File: src/rtl/rom_access_arbiter.sv
// ---------------------------------------------------------------------------
// rom_access_arbiter
//
// Two-master arbiter/sequencer in front of the boot ROM controller.
// m0 = instruction fetch, m1 = debug/data. Requests are serialised onto the
// single ROM port. Each grant produces exactly one response pulse to the
// master that owned the grant. Misaligned addresses, a missing rom_ready and
// an MBIST entry during an access all produce error responses. While
// mbist_en is high, no new grants are issued.
//
// Optional build macro: ROM_ARB_STATS_EN adds saturating grant/error
// counters. Without it the stat_* outputs are tied to zero.
//
// Ports:
//   clk, rst_n                  clock, asynchronous active-low reset
//   mX_req / mX_addr            request and byte address (held until mX_gnt)
//   mX_gnt                      combinational one-cycle grant (IDLE only)
//   mX_rvalid/mX_rdata/mX_err   one-cycle response to master X
//   rom_req / rom_addr          ROM access request and byte address
//   rom_rdata / rom_ready       ROM read data and data-valid
//   mbist_en                    DFT MBIST mode, fences new grants
//   arb_idle                    no access in flight and no response pending
//   stat_clr                    synchronous clear of statistics counters
//   stat_gnt0/stat_gnt1/stat_err  statistics counters
//
// States:
//   S_IDLE | arbitrate, grant, launch aligned ROM read
//   S_WAIT | ROM read in flight, waiting for rom_ready / timeout / MBIST
// ---------------------------------------------------------------------------
module rom_access_arbiter #(
    parameter int ADDR_W     = 15,
    parameter int DATA_W     = 32,
    parameter int FIXED_PRIO = 0,
    parameter int TIMEOUT    = 4
) (
    input  logic              clk,
    input  logic              rst_n,
    input  logic              m0_req,
    input  logic [ADDR_W-1:0] m0_addr,
    output logic              m0_gnt,
    output logic              m0_rvalid,
    output logic [DATA_W-1:0] m0_rdata,
    output logic              m0_err,
    input  logic              m1_req,
    input  logic [ADDR_W-1:0] m1_addr,
    output logic              m1_gnt,
    output logic              m1_rvalid,
    output logic [DATA_W-1:0] m1_rdata,
    output logic              m1_err,
    output logic              rom_req,
    output logic [ADDR_W-1:0] rom_addr,
    input  logic [DATA_W-1:0] rom_rdata,
    input  logic              rom_ready,
    input  logic              mbist_en,
    output logic              arb_idle,
    input  logic              stat_clr,
    output logic [15:0]       stat_gnt0,
    output logic [15:0]       stat_gnt1,
    output logic [15:0]       stat_err
);

    typedef enum logic {S_IDLE, S_WAIT} state_t;

    // The final WAIT cycle in which rom_ready is still accepted.
    localparam logic [3:0] CNT_LAST = 4'(TIMEOUT - 1);

    state_t            state_q, state_d;
    logic              owner_q, owner_d;
    logic              last_gnt_q, last_gnt_d;
    logic [3:0]        cnt_q, cnt_d;
    logic [ADDR_W-1:0] rom_addr_q, rom_addr_d;
    logic              rvalid_q, rvalid_d;
    logic              rerr_q, rerr_d;
    logic [DATA_W-1:0] rdata_q, rdata_d;
    logic              rown_q, rown_d;

    logic              elig0, elig1;
    logic              win1;
    logic [ADDR_W-1:0] win_addr;

    assign elig0 = m0_req & ~mbist_en;
    assign elig1 = m1_req & ~mbist_en;

    always_comb begin
        win1 = elig1;
        if (elig0 && elig1) begin
            win1 = (FIXED_PRIO != 0) ? 1'b0 : ~last_gnt_q;
        end
    end

    assign win_addr = win1 ? m1_addr : m0_addr;

    always_ff @(posedge clk or negedge rst_n) begin
        if (!rst_n) begin
            state_q    <= S_IDLE;
            owner_q    <= 1'b0;
            last_gnt_q <= 1'b1;
            cnt_q      <= '0;
            rom_addr_q <= '0;
            rvalid_q   <= 1'b0;
            rerr_q     <= 1'b0;
            rdata_q    <= '0;
            rown_q     <= 1'b0;
        end else begin
            state_q    <= state_d;
            owner_q    <= owner_d;
            last_gnt_q <= last_gnt_d;
            cnt_q      <= cnt_d;
            rom_addr_q <= rom_addr_d;
            rvalid_q   <= rvalid_d;
            rerr_q     <= rerr_d;
            rdata_q    <= rdata_d;
            rown_q     <= rown_d;
        end
    end

    always_comb begin
        state_d    = state_q;
        owner_d    = owner_q;
        last_gnt_d = last_gnt_q;
        cnt_d      = cnt_q;
        rom_addr_d = rom_addr_q;
        rvalid_d   = 1'b0;
        rerr_d     = 1'b0;
        rdata_d    = '0;
        rown_d     = rown_q;
        m0_gnt     = 1'b0;
        m1_gnt     = 1'b0;
        rom_req    = 1'b0;

        case (state_q)
            S_IDLE: begin
                if (elig0 || elig1) begin
                    m0_gnt     = ~win1;
                    m1_gnt     = win1;
                    owner_d    = win1;
                    last_gnt_d = win1;
                    if (win_addr[1:0] == 2'b00) begin
                        rom_req    = 1'b1;
                        rom_addr_d = win_addr;
                        cnt_d      = '0;
                        state_d    = S_WAIT;
                    end else begin
                        // Misaligned: never touches the ROM, error next cycle.
                        rvalid_d = 1'b1;
                        rerr_d   = 1'b1;
                        rown_d   = win1;
                    end
                end
            end
            S_WAIT: begin
                // A grant needs mbist_en low, so mbist_en seen here has risen
                // during the access. Abort takes priority over a late ready.
                if (mbist_en) begin
                    rvalid_d = 1'b1;
                    rerr_d   = 1'b1;
                    rown_d   = owner_q;
                    state_d  = S_IDLE;
                end else if (rom_ready) begin
                    rvalid_d = 1'b1;
                    rdata_d  = rom_rdata;
                    rown_d   = owner_q;
                    state_d  = S_IDLE;
                end else if (cnt_q == CNT_LAST) begin
                    rvalid_d = 1'b1;
                    rerr_d   = 1'b1;
                    rown_d   = owner_q;
                    state_d  = S_IDLE;
                end else begin
                    cnt_d = cnt_q + 4'd1;
                end
            end
            default: state_d = S_IDLE;
        endcase
    end

    // The address is combinational in the launch cycle and held afterwards.
    assign rom_addr  = rom_req ? win_addr : rom_addr_q;

    assign m0_rvalid = rvalid_q & ~rown_q;
    assign m1_rvalid = rvalid_q & rown_q;
    assign m0_err    = m0_rvalid & rerr_q;
    assign m1_err    = m1_rvalid & rerr_q;
    assign m0_rdata  = m0_rvalid ? rdata_q : '0;
    assign m1_rdata  = m1_rvalid ? rdata_q : '0;

    // Low from the grant cycle through the response cycle.
    assign arb_idle  = (state_q == S_IDLE) & ~rvalid_q & ~(m0_gnt | m1_gnt);

`ifdef ROM_ARB_STATS_EN
    logic [15:0] stat_gnt0_q, stat_gnt1_q, stat_err_q;

    always_ff @(posedge clk or negedge rst_n) begin
        if (!rst_n) begin
            stat_gnt0_q <= '0;
            stat_gnt1_q <= '0;
            stat_err_q  <= '0;
        end else if (stat_clr) begin
            stat_gnt0_q <= '0;
            stat_gnt1_q <= '0;
            stat_err_q  <= '0;
        end else begin
            if (m0_gnt && (stat_gnt0_q != 16'hFFFF)) stat_gnt0_q <= stat_gnt0_q + 16'd1;
            if (m1_gnt && (stat_gnt1_q != 16'hFFFF)) stat_gnt1_q <= stat_gnt1_q + 16'd1;
            if (rvalid_q && rerr_q && (stat_err_q != 16'hFFFF)) stat_err_q <= stat_err_q + 16'd1;
        end
    end

    assign stat_gnt0 = stat_gnt0_q;
    assign stat_gnt1 = stat_gnt1_q;
    assign stat_err  = stat_err_q;
`else
    logic unused_stat_clr;
    assign unused_stat_clr = stat_clr;
    assign stat_gnt0 = '0;
    assign stat_gnt1 = '0;
    assign stat_err  = '0;
`endif

endmodule

File: config.mk
export PLATFORM = sky130hd
export DESIGN_NAME = rom_access_arbiter
export DESIGN_NICKNAME = d
export VERILOG_FILES = /design/src/rtl/rom_access_arbiter.sv
export SDC_FILE = /design/constraint.sdc
export NUM_CORES = 1
export LEC_CHECK = 0
export BUFFER_PORTS_ARGS = -buffer_cell sky130_fd_sc_hd__buf_4
export CAP_MARGIN = 10
export CORE_ASPECT_RATIO = 0.6
export CORE_MARGIN = 2
export CORE_UTILIZATION = 30
export DETAILED_ROUTE_END_ITERATION = 12
export SKIP_CTS_REPAIR_TIMING = 1
export SLEW_MARGIN = 10
export SYNTH_ARGS = -nofsm -noshare
export SYNTH_HDL_FRONTEND = slang
export SYNTH_SLANG_ARGS = --single-unit
File: constraint.sdc
create_clock -name clk -period 4.3 [get_ports clk]
set_clock_uncertainty 0.05 [all_clocks]
set_input_delay 0.86 -clock clk [delete_from_list [all_inputs] [get_ports clk]]
set_output_delay 0.86 -clock clk [all_outputs]
set_load 0.01 [all_outputs]
==> results of run 1 <==
==> routing by layer <==
layer,up-vias,share of wire (%),GRT usage (%)
met1,1226,47,18.6
met3,4,6.4,4.73
met5,-,0,0
li1,1236,-,-
met2,97,46,20.1
met4,0,0.57,3.34
==> kinds of logic after synthesis <==
logic type / count (synthesis) / synth area share [%]
XOR/XNOR: 2 / 0.540
adder cells (fa/ha/maj): 1 / 0.386
buffers and inverters: 67 / 13.8
multiplexers: 40 / 13.9
flip-flops: 57 / 44.0
other: 1 / 0.116
AO/OA/AOI/OAI: 12 / 2.39
AND/OR/NAND/NOR: 133 / 24.9
==> area by class of cell <==
cell class / instances / share of cell area (%)
timing repair buffer: 158 / 25.8
sequential: 57 / 30.7
clock buffer: 11 / 5.22
clock inverter: 5 / 1.18
multi-input combinational: 236 / 33.2
inverter: 2 / 0.161
tap: 139 / 3.74
==> cells in the mapped netlist <==
cell type  number  area [sq um]
nand2b_1        1          6.26
or4_4           1          11.3
a21o_1          1          7.51
buf_2           1          5.00
or2_2           1          6.26
inv_1           2          7.51
buf_6           2          22.5
nor2_1         11          41.3
nand3_1         2          10.0
dfrtp_1        56          1400
buf_4          48           360
nor2b_1         5          31.3
dfstp_2         1          26.3
nor3_1          3          15.0
xor2_1          2          17.5
conb_1          1          3.75
nand2b_4        1          13.8
ha_1            1          12.5
a21boi_0        1          7.51
and3b_1         1          8.76
and2_1         67           419
nand2_1         4          15.0
clkbuf_1       14          52.6
a21oi_4         1          16.3
o21ai_0         6          30.0
mux2_2         39           439
mux2i_1         1          10.0
nor3b_1         1          7.51
a21oi_1         2          10.0
nand4_1         1          6.26
or3b_2          1          8.76
and3_1         33           206
a31oi_1         1          6.26
==> how the worst max path moves through the flow <==
stage	start	cells after the start	endpoint
after floorplan	mbist_en	5	rom_addr[10]
after global placement	mbist_en	7	rom_addr[8]
after detailed placement	mbist_en	7	rom_addr[13]
after CTS	mbist_en	7	rom_addr[13]
after global routing	mbist_en	7	rom_addr[2]
final	mbist_en	7	rom_addr[13]
==> critical path, stage by stage <==
cell,delay (ns)
buf_4,0.14
nand2b_4,0.15
or4_4,0.51
a21oi_4,0.26
buf_12,0.23
mux2_2,0.36
buf_4,0.14
==> registers in the layout, summed over array words and instances (netlist names) <==
name and cells:
cnt_q 4, last_gnt_q 1, owner_q 1, rdata_q 32, rerr_q 1, rom_addr_q 15, rown_q 1, rvalid_q 1
state_q 1
==> stage by stage <==
step	total power (uW)	instance area, sq um	setup slack (ns)	hold WS (ns)
global route	1770	4650	0.634	0.466
global placement	985	4350	0.735	0.428
floorplan	851	3420	1.10	0.406
CTS	1710	4650	0.720	0.450
detailed placement	994	4350	0.725	0.440
finish	1670	4650	0.729	0.444
==> report_power, final <==
part           leakage (uW)  switching (uW)  internal (uW)  total [uW]
logic               0.00165             173            188         360
clock network      0.000142             234            461         695
registers          0.000758            27.5            592         619
==> results.toml, run 1 <==
[min_path]
holdPathEnd = "owner_q"
holdCritPathClass = "reg -> reg"
hold_path.startpoint = "owner_q"
hold_path_depth = 2

[placed_design]
dp_hpwl_microns = 5820
io_buffer_count = 154
dp_cells = 592
gp_congestion = 0.721

[timing]
slew_headroom_pct = 24.1
min_period_ns = 3.57
post-route-period-util_pct = 83.1
rsz0062_at_grt = "no"
fmax_ghz = 0.280
drv_slew = 0
tightest_slew_ns = 1.13
hold_viol = 0
final-setup-viol-count = 0
tns_ns = 0

[drt]
drt_iter0_drc = 48
post_drt_wl_per_cell_microns = 12.9
via_count = 2563
totalWireLength_microns = 7860
drc = 0
antenna_left = 0
drt_pass1_iterations = 4
drt-vias-per-instance = 4.22

[pwr]
ir_drop_mv = 0.204
powerDensity_nw_per_um2 = 360
p_leak_uw = 0.00255

[floorplan]
num_rows = 29
core_area_sq_um = 10600
io_pins = 204
die_w_microns = 138
dieArea_sq_um = 11700
die_h_microns = 84.5
start_util_pct = 30.7

[cells_and_area]
antenna_cells = 0
final_nets = 534
drive_gt1_share_pct = 46.7
layout_commonest_cell = "buf_4"
multi_input_area_sq_um = 1550
area_delta_synth_final_pct = 43.4
fin_util_pct = 44.1
regArea_sq_um = 1430
fin_cells = 608
layout_common_cells = "buf_4 (157), and2_1 (67), dfrtp_1 (56)"
fillCellCount = 1072

[yosys]
synth_seq_area_share_pct = 44.0
syn_avg_cell_area_sq_um = 10.4
syn_area_sq_um = 3240
yosys_warnings = 0
synth_cells = 313
yosysUniqueCellTypes = 33
ys_ff_latch = 57

[cts]
clk_pin_slew_worst_paths_ns = 0.05
clkLatencyLatePin_ns = 0.31
cts_tree = "built"
cts_num_sinks = 57
numCtsBuffers = 9
cts_root_buf = "clkbuf_16"
cts_buffer_depth = 2
ctsHtreeMaxLevel = 3

[critical_path]
crit_arrival_ns = 2.66
critPathRequiredTime_ns = 3.39
reg2regPathDepth = 5
cp-end-kind = "output pin"
critPathLaunchType = "input pin"
rr_endpoint = "rom_addr_q[3]"
critical_path_class = "in -> out"
r2r-start = "last_gnt_q"
critPathMaxFanout = 30
reg2reg_setup_slack_ns = 2.30

[global_routing]
grt_pass1_vias = 2464
grt_pass1_wl_microns = 12600
grt.overflow.total = 0
antenna_found_initial = 0
track_usage_pct = 13.4
grt_max_degree = 58

[run]
drv_cap = 0

[status]
outcome = "complete, no violations"
(Power assumes the default switching activity.)
==> inputs of run 2 (changes only) <==
==> constraint.sdc (replaced) <==
create_clock -name clk -period 2.9 [get_ports clk]
set_clock_uncertainty 0.05 [all_clocks]
set_input_delay 0.58 -clock clk [delete_from_list [all_inputs] [get_ports clk]]
set_output_delay 0.58 -clock clk [all_outputs]
set_load 0.01 [all_outputs]
==> run 2 against run 1 <==
Net effect:
- sequential cell count unchanged
- sequential share of layout area decreased by 0.59 points
- utilization increased by 0.86 points
- worst setup slack got worse by 0.67 ns
- via count increased by 0.51%
- global-route usage increased by 0.092 points
- clock power increased by 47%
- critical path type unchanged
- critical endpoint is now rom_addr[5]
- largest cell class unchanged
- largest power group unchanged
==> results.toml, run 2 (same netlist as run 1, synthesis figures left out) <==
[timing]
slew_headroom_pct = 50.9
tightest_slew_ns = 0.737
hold_viol = 0
post-route-period-util_pct = 97.9
fmax_ghz = 0.352
rsz0062_at_grt = "yes"
layout_setup_ws_ns = 0.0609
min_period_ns = 2.84
drv_slew = 0
tns_ns = 0
final-setup-viol-count = 0

[placed_design]
dp_cells = 601
place_area_sq_um = 4420
io_buffer_count = 154
dp_slack_ns = 0.0399
dp_hpwl_microns = 5880
gp_congestion = 0.777

[cts]
clkLatencyLatePin_ns = 0.32
cts_num_sinks = 57
ctsHtreeMaxLevel = 3
cts_buffer_depth = 2
cts_tree = "built"
clk_pin_slew_worst_paths_ns = 0.05
cts_root_buf = "clkbuf_16"
numCtsBuffers = 9

[critical_path]
critPathRequiredTime_ns = 2.27
slowest_delay_ns = 0.51
critPathLaunchType = "input pin"
cpMaxStageDelayCell = "or4_4"
critPathMaxFanout = 6
rr_endpoint = "rom_addr_q[7]"
endpoint = "rom_addr[5]"
critical_path.cell_chain = "buf_4 -> nand2b_4 -> or4_4 -> a21oi_4 -> buf_4 -> mux2_2 -> buf_4"
path_depth = 7
path_buf_inv = 3
cp-end-kind = "output pin"
r2r-start = "last_gnt_q"
reg2regPathDepth = 8
worst_path_most_repeated_cell = "buf_4"
crit_family = "simple AND/OR/NAND/NOR gates"
reg2reg_setup_slack_ns = 0.91
crit_arrival_ns = 2.21
startpoint = "mbist_en"
critical_path_class = "in -> out"

[cells_and_area]
top_regs = "rdata_q x32, rom_addr_q x15, cnt_q x4"
layout_commonest_cell = "buf_4"
final_nets = 545
antenna_cells = 0
postLayoutCellArea_sq_um = 4740
regMostFlops = "rdata_q"
fin_cells = 619
multi_input_area_sq_um = 1550
layout_common_cells = "buf_4 (167), and2_1 (67), dfrtp_1 (56)"
fillCellCount = 988
drive_gt1_share_pct = 47.7
largest_reg_flops = 32
area_delta_synth_final_pct = 46.3
regArea_sq_um = 1430

[drt]
via_count = 2576
drt-vias-per-instance = 4.16
totalWireLength_microns = 8140
antenna_left = 0
drc = 0
post_drt_wl_per_cell_microns = 13.1
drt_pass1_iterations = 4
drt_iter0_drc = 68

[status]
outcome = "complete, no violations"

[global_routing]
grt.overflow.total = 0
grt_pass1_vias = 2444
grt_pass1_wl_microns = 12500
grt_busiest_layer = "met2"
grtUsageMet2_pct = 19.7
antenna_found_initial = 0
met3_usage_pct = 4.79
use_met1_pct = 18.8
track_usage_pct = 13.5
grt_max_degree = 58

[floorplan]
core_area_sq_um = 10600
die_h_microns = 84.5
dieArea_sq_um = 11700
die_w_microns = 138
start_util_pct = 30.7
num_rows = 29
io_pins = 204

[pwr]
powerDensity_nw_per_um2 = 525
p_total_uw = 2490
ir_drop_mv = 0.322
p_leak_uw = 0.00261

[run]
drv_cap = 0

[min_path]
holdCritPathClass = "in -> async"
## run 2: cell count changes in the layout (fill, tap and decap cells not counted), sizes merged
cell | previous run | this run
clkbuf | 11 | 12
buf | 158 | 168
clkinv | 2 | 3
clkinvlp | 2 | 1
## run 2: worst min path at each step
stage                     slack, ns       endpoint          start  depth (start not counted)
after CTS                      0.30    rdata_q[13]          rst_n                          1
after global routing           0.32    rdata_q[13]          rst_n                          1
after floorplan                0.23       cnt_q[0]          rst_n                          0
final                          0.25    rdata_q[13]          rst_n                          1
after detailed placement       0.44  rom_addr_q[0]  rom_addr_q[0]                          1
after global placement         0.43  rom_addr_q[0]  rom_addr_q[0]                          1
## run 2: power by group
part | internal [uW] | switching (uW) | leakage, uW | total [uW]
Clock | 662 | 358 | 0.000139 | 1020
Sequential | 878 | 40.1 | 0.000758 | 918
Combinational | 292 | 261 | 0.00171 | 553
Total | 1830 | 659 | 0.00261 | 2490
## run 2: cell type report
type	instances	area share, %
inverters	2	0.158
clock inverters	5	1.19
multi-input cells	236	32.6
flip-flops and latches	57	30.1
clock buffers	11	4.91
well taps	139	3.67
repair buffers	169	27.4
## run 2: per-stage QoR
| step | hold WS [ns] | util (%) |
|---|---|---|
| after floorplan | 0.234 | - |
| after global placement | 0.427 | 41.9 |
| after CTS | 0.298 | 44.6 |
| after detailed placement | 0.444 | 41.9 |
| after global routing | 0.319 | 44.9 |
| final | 0.251 | 44.9 |
## run 2: routing by layer
metal / routed length [microns] / part of all wire (%) / vias to the layer above
li1: - / - / 1267
met1: 3910 / 48 / 1205
met2: 3610 / 44 / 96
met3: 531 / 6.5 / 8
met4: 83 / 1.0 / 0
met5: 0 / 0 / -
## run 2: worst reg2reg max path: cells and delay by family (launching register included)
family	cells	cell delay, ns
buffers and inverters	4	0.58
flip-flops	1	0.53
multiplexers	1	0.32
AO/OA/AOI/OAI	2	0.25
AND/OR/NAND/NOR	1	0.14
